File: config.mk
export PLATFORM = sky130hd
export DESIGN_NAME = hc_mmio_rd_responder
export DESIGN_NICKNAME = d
export VERILOG_FILES = /design/src/rtl/hc_mmio_rd_responder.sv
export SDC_FILE = /design/constraint.sdc
export NUM_CORES = 1
export LEC_CHECK = 0
export ABC_AREA = 1
export ABC_CLOCK_PERIOD_IN_PS = 27200
export CAP_MARGIN = 20
export CORE_AREA = 2 2 267 269
export DETAILED_ROUTE_END_ITERATION = 10
export DIE_AREA = 0 0 269 271
export GPL_TIMING_DRIVEN = 1
export SLEW_MARGIN = 40
export SYNTH_ARGS = -nofsm -noshare
export SYNTH_HDL_FRONTEND = slang
export SYNTH_SLANG_ARGS = --single-unit
export TNS_END_PERCENT = 30
File: constraint.sdc
create_clock -name clk -period 27.2 [get_ports clk]
set_input_delay 2.72 -clock clk [delete_from_list [all_inputs] [get_ports clk]]
set_output_delay 2.72 -clock clk [all_outputs]
set_load 0.01 [all_outputs]
File: src/rtl/hc_mmio_rd_responder.sv
// HardCloud CSR read responder: snoops host MMIO writes into shadow registers and
// answers MMIO reads on the c2 channel with a fixed two-cycle latency.

package hc_ccip_pkg;
    typedef struct packed {
        logic [15:0] address;   // dword units
        logic [1:0]  length;    // 0: 4B, 1: 8B, 2: 64B
        logic        rsvd;
        logic [8:0]  tid;
    } t_ccip_c0_ReqMmioHdr;

    typedef struct packed {
        t_ccip_c0_ReqMmioHdr hdr;
        logic [511:0]        data;
        logic                rspValid;
        logic                mmioRdValid;
        logic                mmioWrValid;
    } t_if_ccip_c0_Rx;

    typedef struct packed {
        logic [8:0] tid;
    } t_ccip_c2_RspMmioHdr;

    typedef struct packed {
        t_ccip_c2_RspMmioHdr hdr;
        logic                mmioRdValid;
        logic [63:0]         data;
    } t_if_ccip_c2_Tx;
endpackage

module hc_mmio_rd_responder
    import hc_ccip_pkg::*;
#(
    parameter logic [63:0] AFU_ID_L       = 64'h0,
    parameter logic [63:0] AFU_ID_H       = 64'h0,
    parameter int          HC_BUFFER_SIZE = 2
) (
    input  logic           clk,
    input  logic           reset,
    input  t_if_ccip_c0_Rx rx_mmio_channel,
    output t_if_ccip_c2_Tx tx_mmio_channel,
    input  logic [63:0]    hc_status
);

    localparam logic [63:0] DFH      = 64'h1000_0100_0000_0000;
    // 64-bit word indices (byte offset >> 3); buffer slots must stay below W_CNT.
    localparam logic [8:0]  W_DFH    = 9'h000;
    localparam logic [8:0]  W_ID_L   = 9'h001;
    localparam logic [8:0]  W_ID_H   = 9'h002;
    localparam logic [8:0]  W_DSM    = 9'h022;
    localparam logic [8:0]  W_CTRL   = 9'h023;
    localparam logic [8:0]  W_BUF0   = 9'h024;
    localparam logic [8:0]  W_CNT    = 9'h040;
    localparam logic [8:0]  W_STATUS = 9'h041;

    t_ccip_c0_ReqMmioHdr hdr;
    logic                owned;
    logic                wr_en;
    logic                rd_en;
    logic [8:0]          word_idx;
    logic [63:0]         wdata;
    logic                unused_bits;

    assign hdr      = rx_mmio_channel.hdr;
    assign owned    = (hdr.address[15:10] == 6'd0);
    assign wr_en    = rx_mmio_channel.mmioWrValid && owned;
    assign rd_en    = rx_mmio_channel.mmioRdValid && owned;
    assign word_idx = hdr.address[9:1];
    assign wdata    = rx_mmio_channel.data[63:0];
    assign unused_bits = ^{rx_mmio_channel.data[511:64], rx_mmio_channel.rspValid, hdr.rsvd};

    function automatic logic [63:0] merge64(input logic [63:0] old, input logic [63:0] wd,
                                            input logic [1:0] len, input logic hi);
        if (len != 2'd0) return wd;
        if (hi)          return {wd[31:0], old[31:0]};
        return {old[63:32], wd[31:0]};
    endfunction

    // 32-bit shadows only ever take the low data lane; upper-half 4B writes are dropped.
    function automatic logic [31:0] merge32(input logic [31:0] old, input logic [63:0] wd,
                                            input logic [1:0] len, input logic hi);
        if (len == 2'd0 && hi) return old;
        return wd[31:0];
    endfunction

    logic [63:0] dsm, dsm_nxt;
    logic [31:0] ctrl, ctrl_nxt;
    logic [63:0] buf_addr     [HC_BUFFER_SIZE];
    logic [63:0] buf_addr_nxt [HC_BUFFER_SIZE];
    logic [31:0] buf_size     [HC_BUFFER_SIZE];
    logic [31:0] buf_size_nxt [HC_BUFFER_SIZE];

    always_comb begin
        dsm_nxt      = dsm;
        ctrl_nxt     = ctrl;
        buf_addr_nxt = buf_addr;
        buf_size_nxt = buf_size;
        if (wr_en) begin
            if (word_idx == W_DSM)
                dsm_nxt = merge64(dsm, wdata, hdr.length, hdr.address[0]);
            if (word_idx == W_CTRL)
                ctrl_nxt = merge32(ctrl, wdata, hdr.length, hdr.address[0]);
            for (int i = 0; i < HC_BUFFER_SIZE; i++) begin
                if (word_idx == W_BUF0 + 9'(2 * i))
                    buf_addr_nxt[i] = merge64(buf_addr[i], wdata, hdr.length, hdr.address[0]);
                if (word_idx == W_BUF0 + 9'(2 * i + 1))
                    buf_size_nxt[i] = merge32(buf_size[i], wdata, hdr.length, hdr.address[0]);
            end
        end
    end

    always_ff @(posedge clk or posedge reset) begin
        if (reset) begin
            dsm  <= '0;
            ctrl <= '0;
            for (int i = 0; i < HC_BUFFER_SIZE; i++) begin
                buf_addr[i] <= '0;
                buf_size[i] <= '0;
            end
        end else begin
            dsm      <= dsm_nxt;
            ctrl     <= ctrl_nxt;
            buf_addr <= buf_addr_nxt;
            buf_size <= buf_size_nxt;
        end
    end

    logic [31:0] rd_count;
    logic        s1_valid;
    logic [8:0]  s1_tid;
    logic [8:0]  s1_idx;
    logic        s1_hi;
    logic [1:0]  s1_len;
    logic [31:0] s1_cnt;

    always_ff @(posedge clk or posedge reset) begin
        if (reset) begin
            rd_count <= '0;
            s1_valid <= 1'b0;
            s1_tid   <= '0;
            s1_idx   <= '0;
            s1_hi    <= 1'b0;
            s1_len   <= '0;
            s1_cnt   <= '0;
        end else begin
            s1_valid <= rd_en;
            if (rd_en) begin
                rd_count <= rd_count + 32'd1;
                s1_tid   <= hdr.tid;
                s1_idx   <= word_idx;
                s1_hi    <= hdr.address[0];
                s1_len   <= hdr.length;
                s1_cnt   <= rd_count;
            end
        end
    end

    // S2 selects from the *_nxt shadows so a write arriving one cycle after the read still lands.
    logic [63:0] rd_word;
    logic [63:0] rd_data;

    always_comb begin
        rd_word = '0;
        case (s1_idx)
            W_DFH:    rd_word = DFH;
            W_ID_L:   rd_word = AFU_ID_L;
            W_ID_H:   rd_word = AFU_ID_H;
            W_DSM:    rd_word = dsm_nxt;
            W_CTRL:   rd_word = {32'h0, ctrl_nxt};
            W_CNT:    rd_word = {32'h0, s1_cnt};
            W_STATUS: rd_word = hc_status;
            default:  rd_word = '0;
        endcase
        for (int i = 0; i < HC_BUFFER_SIZE; i++) begin
            if (s1_idx == W_BUF0 + 9'(2 * i))     rd_word = buf_addr_nxt[i];
            if (s1_idx == W_BUF0 + 9'(2 * i + 1)) rd_word = {32'h0, buf_size_nxt[i]};
        end
        if (s1_len != 2'd0) rd_data = rd_word;
        else if (s1_hi)     rd_data = {32'h0, rd_word[63:32]};
        else                rd_data = {32'h0, rd_word[31:0]};
    end

    logic        tx_valid;
    logic [8:0]  tx_tid;
    logic [63:0] tx_data;

    always_ff @(posedge clk or posedge reset) begin
        if (reset) begin
            tx_valid <= 1'b0;
            tx_tid   <= '0;
            tx_data  <= '0;
        end else begin
            tx_valid <= s1_valid;
            if (s1_valid) begin
                tx_tid  <= s1_tid;
                tx_data <= rd_data;
            end
        end
    end

    always_comb begin
        tx_mmio_channel             = '0;
        tx_mmio_channel.mmioRdValid = tx_valid;
        tx_mmio_channel.hdr.tid     = tx_tid;
        tx_mmio_channel.data        = tx_data;
    end

endmodule

Word-level counts from Yosys, hierarchy flattened --
Cells that the tools add are included.
Word-level totals: register bits after elaboration 448, bits of input ports 609, output and inout bits 74, logic and storage cells 96
Cells by class: add/subtract/negate cells 1, equality and inequality tests 14, multiplexer cells 57, reductions and logical operators 8
Operator list (count):
- $mux W64 | 20
- $mux W32 | 11
- $pmux W64 S5 | 1
- $mux W128 | 1
- $eq A9 B6 Y1 const B | 12
- $add A32 B1 Y32 const B | 1
- $mux W1 | 24
- $eq A9 B7 Y1 const B | 2
- $logic_not A9 Y1 | 1
- $logic_not A6 Y1 | 1
- $reduce_bool A2 Y1 | 2
- $logic_and A1 B1 Y1 | 3
- $logic_not A2 Y1 | 1

Longest topological paths before layout --
depth in word-level cells 18, depth in mapped cells 18, mapped depth without buffers 18

Worst setup path before layout --
Ideal clock, no wire load.
path type input -> register, start point input rx_mmio_channel[532] (netlist name), end point register tx_data[28], setup time 0.117 ns, arrival 4.145 ns, required time 27.083 ns, slack 22.938 ns, stages 13, buffers on the path 1, cells stage by stage inv_1 > nand2_1 > nor2_4 > nand3_1 > nor2_4 > nand2_2 > buf_2 > nand2_1 > a21oi_1 > nor3_1 > nand4_1 > nand2_1 > nand2_1
On the way: cells in the longest elaborated chain, start to end 10, elaborated cells between the ends (all ways) 23, those cells by class eq/ne: 6; mux: 17
RTL lines:
- start: declaration | line 40 | input t_if_ccip_c0_Rx rx_mmio_channel,
- $eq A9 B6 Y1, on equally long branches | line 101, 99
- $mux W32 / $mux W64 (equally long branches) | line 101, 99
- $mux W32 / $mux W64 (equally long branches) | line 98 | if (wr_en) begin
- $pmux W64 S5 | line 164 | case (s1_idx)
- $mux W64 | line 175 | if (s1_idx == W_BUF0 + 9'(2 * i)) rd_word = buf_addr_nxt[i];
- $mux W64 | line 176 | if (s1_idx == W_BUF0 + 9'(2 * i + 1)) rd_word = {32'h0, buf_size_nxt[i]};
- $mux W64 | line 175
- $mux W64 (*) | line 176
- $mux W32 | line 179 | else if (s1_hi) rd_data = {32'h0, rd_word[63:32]};
- $mux W64 (*) | line 178 | if (s1_len != 2'd0) rd_data = rd_word;
- end signal: assignment | line 196 | tx_data <= rd_data;
- end: declaration | line 185 | logic [63:0] tx_data;
Every way passes the cells marked *; elsewhere a longest branch is shown, timed or not. A chain may end at the register's enable or synchronous reset.

Worst setup path in the final report --
start point input rx_mmio_channel[526] (netlist name), end point register tx_data[28]
On the way: elaborated cells between the ends (all ways) 40, those cells by class mux: 37; reduce/logical: 3
RTL lines:
- $reduce_bool A2 Y1 (*) | line 74 | if (len != 2'd0) return wd;
- $mux W1 (*) | line 74
- $mux W1 (*) | line 99 | if (word_idx == W_DSM)
- $mux W1 (*) | line 98
- $mux W64 (*) | line 75 | if (hi) return {wd[31:0], old[31:0]};
- $mux W64 (*) | line 99
- $mux W64 (*) | line 98
- named net dsm_nxt[28] | line 86 | logic [63:0] dsm, dsm_nxt;
- $pmux W64 S5 (*) | line 164
- $mux W64 (*) | line 175
- $mux W64 (*) | line 176
- $mux W64 (*) | line 175
- $mux W64 (*) | line 176
- $mux W32 | line 179
- $mux W64 (*) | line 178
The timed path passes the listed nets; every way through them passes the cells marked *. The select of a mux whose other input is x is not followed.

==> impl_metrics.csv <==
group,metric,value,unit
clock_tree,cts.path.max_buffers,3,
sta,timing.setup.tns,0,ns
synthesis,cell_count_after_synthesis,2889,
detailed_routing,via_count,20100,
status,run_status,"finished, final reports clean",
pwr,design_power_total,1.63,mW
setup_path,rr_worst_depth,11,
pwr,static-leakage-power,13.0,nW
setup_path,critical_path.endpoint_type,"register",
detailed_routing,routed_wl_per_cell,20.1,um
final_layout,final_common_cell,"sky130_fd_sc_hd__nand2_1",
synthesis,ys.flop_type,"sky130_fd_sc_hd__dfrtp_1",
sta,fraction_of_the_cycle_the_final_worst_path_needs,24.0,%
placed_design,gpl.final_weighted_congestion,0.841,
final_layout,drive_above_1_share,6.98,%
synthesis,yosysWarnings,0,
clock_tree,numCtsBuffers,50,
sta,grt_setup_unrepaired,"false",
clock_tree,cts_tree,"done",
global_route,number_of_antenna_violations_at_the_first_check_in_global_routing,7,
synthesis,yosys.cell_types.count,43,
clock_tree,insertion_delay,0.61,ns
sta,max_slew_margin,42.2,%
die,initial_core_util,31.7,%
clock_tree,cts-htree-levels,2,
placed_design,place_hpwl,53500,um
die,floorplan.rows,97,
synthesis,netlist_top_cells_area,"sky130_fd_sc_hd__dfrtp_1, sky130_fd_sc_hd__nand2_1, sky130_fd_sc_hd__o21ai_0",
synthesis,synth-async-reset-ratio,100,%
synthesis,synth_nets,3499,
die,die_width,269,um
synthesis,synth_area_leader_cell,"sky130_fd_sc_hd__dfrtp_1",
final_layout,nets,3653,
die,die_h,271,um
setup_path,arrival,7.02,ns
detailed_routing,dr.pass1.iters,7,
hold_path,worst_hold_path.num_cells,1,
sta,fmax,153,MHz
sta,worst_slack,20.68,ns
synthesis,synthesis.area_per_instance,7.66,sq um
setup_path,biggest_fanout_along_the_worst_timing_path,61,
die,fp.dieArea,72900,sq um
global_route,grt_pass1_wl,123000,um
global_route,grt_max_degree,90,
synthesis,synth_edf_count,0,
clock_tree,cts.clk_slew.worst_paths,0.06,ns
sta,fin_crit,6.52,ns
flow_run,max_cap_violations,0,
hold_path,hold_wc_path_type,"register to register",
synthesis,synth_sequential_area_ratio,50.7,%
detailed_routing,detail_route.drc_violations,0,
placed_design,io_buffers,232,
sta,finalHoldViolations,0,
clock_tree,cts_repair_resize_count,0,
pwr,peakVddDrop,0.0000557,V
die,coreArea,69800,sq um
sta,final_max_slew_viol_count,0,
detailed_routing,first_iter_violations,1776,
detailed_routing,route.final.wire_length,81100,um
setup_path,crit_required,27.70,ns
synthesis,synth_area,22100,sq um
sta,worst_clock_skew,0.0234,ns
clock_tree,post_cts_hold_buffer_count,0,
setup_path,timing.setup.critical_path_class,"input port to register",
clock_tree,clock_sinks,448,
final_layout,most-common-layout-cells,"sky130_fd_sc_hd__nand2_1, sky130_fd_sc_hd__dfrtp_1, sky130_fd_sc_hd__clkdlybuf4s50_1, sky130_fd_sc_hd__o21ai_0, sky130_fd_sc_hd__inv_1",
setup_path,critical_path.startpoint_type,"input port",
synthesis,synth_top_cell_area_share,50.7,%
pwr,pwr_cell_area,60.4,nW/um^2
global_route,grt_remaining_overflow,0,
synthesis,synth_seq_cells,448,
final_layout,layout.core_utilization,38.7,%
sta,setup_violations,0,
clock_tree,cts.root.buffer_cell,"sky130_fd_sc_hd__clkbuf_16",
clock_tree,cts_setup_buffers,0,
global_route,groute.usage.overall,22.2,%
placed_design,preCtsSetupSlack,20.06,ns
detailed_routing,vias_per_cell,5.00,
detailed_routing,final_antenna_net_count,0,
die,ioPinCount,683,
sta,slew_at_the_pin_with_the_worst_max_slew_slack,0.865,ns
global_route,number_of_global_route_vias_before_repair,19700,
final_layout,area_overhead_of_the_layout_relative_to_synthesis,22.1,%
[kinds of logic (layout without fill, tap and decap cells)]
kind of cell / after synthesis / after routing / synth area share, %
simple gates: 1501 / 1501 / 28.3
compound gates: 542 / 542 / 13.1
flops: 448 / 448 / 50.7
buf+inv: 367 / 560 / 6.77
xor+xnor: 30 / 30 / 1.19
fa+ha+maj: 1 / 1 / 0.0565
other cells: 0 / 3 / 0
[area by class of cell]
class	count	area, sq um
Clock inverter	26	293
Inverter	204	778
Antenna cell	3	7.51
Timing Repair Buffer	265	2660
Clock buffer	65	1390
Sequential cell	448	11200
Tap cell	940	1180
Multi-Input combinational cell	2074	9500
Fill cell	7249	42800
[critical path, cell delays in order]
cell and delay, ns:
sky130_fd_sc_hd__clkdlybuf4s50_1 0.54, sky130_fd_sc_hd__nor2_4 0.05, sky130_fd_sc_hd__buf_4 0.33, sky130_fd_sc_hd__nand2_4 0.24, sky130_fd_sc_hd__inv_2 0.33, sky130_fd_sc_hd__nor2_4 0.19, sky130_fd_sc_hd__buf_4 0.63, sky130_fd_sc_hd__nand2_2 0.74
sky130_fd_sc_hd__nand2_1 0.20, sky130_fd_sc_hd__o21ai_1 0.11, sky130_fd_sc_hd__nand2_1 0.09, sky130_fd_sc_hd__nand2_1 0.05, sky130_fd_sc_hd__nor3_1 0.23, sky130_fd_sc_hd__nand4_1 0.26, sky130_fd_sc_hd__nand2_1 0.16, sky130_fd_sc_hd__nand2_1 0.07
[worst paths after layout]
check / startpoint / endpoint / slack, ns
setup / recovery: rx_mmio_channel[526] / tx_data[28]$_DFFE_PP0P_ / 20.68
setup reg to reg: s1_idx[6]$_DFFE_PP0P_ / tx_data[10]$_DFFE_PP0P_ / 24.00
max in group asynchronous: reset / tx_tid[0]$_DFFE_PP0P_ / 22.85
hold reg to reg: rd_count[30]$_DFFE_PP0P_ / rd_count[30]$_DFFE_PP0P_ / 0.46
min in group asynchronous: reset / buf_addr[68]$_DFF_PP0_ / 2.68
hold / removal: rd_count[30]$_DFFE_PP0P_ / rd_count[30]$_DFFE_PP0P_ / 0.46
[cell usage after synthesis, drive strengths merged, types with 2 or more instances]
master,instances
clkbuf,98
inv,202
nand2,1094
xor2,29
buf,65
nor4,8
dfrtp,448
o21ai,382
a21oi,125
o211ai,30
clkinv,2
nor2,126
nand3,182
nor3,16
or2,22
nand4,44
nand3b,8
[routing by layer]
| metal | wire (um) | part of all wire (%) | global-route usage (%) | up-vias |
|---|---|---|---|---|
| met2 | 37100 | 46 | 34.9 | 675 |
| met3 | 5750 | 7.1 | 4.37 | 149 |
| met4 | 3370 | 4.2 | 9.06 | 8 |
| met5 | 39 | 0.048 | 0 | - |
| li1 | - | - | - | 9657 |
| met1 | 34900 | 43 | 29.9 | 9631 |
[flip-flops by register name, indices dropped and copies added, names as in the netlist]
name	cells
s1_cnt	32
buf_size	64
dsm	64
s1_len	2
rd_count	32
tx_valid	1
s1_tid	9
ctrl	32
s1_hi	1
buf_addr	128
tx_data	64
tx_tid	9
s1_idx	9
s1_valid	1
[report_power, final]
group	switching (mW)	leakage, nW	internal, mW	total, mW
Clock	0.297	0.829	0.401	0.698
Combinational	0.128	6.37	0.0880	0.216
Sequential	0.0192	5.76	0.697	0.717
[through the flow]
stage,std cells,area (sq um),hold WS (ns)
after floorplan,2889,22100,0.352
after global placement,3926,25200,0.449
after detailed placement,3931,25300,0.454
after CTS,4022,27000,0.469
after global routing,4022,27000,0.488
final,4025,27000,0.462
No activity file was read; power rests on OpenSTA's default activity.
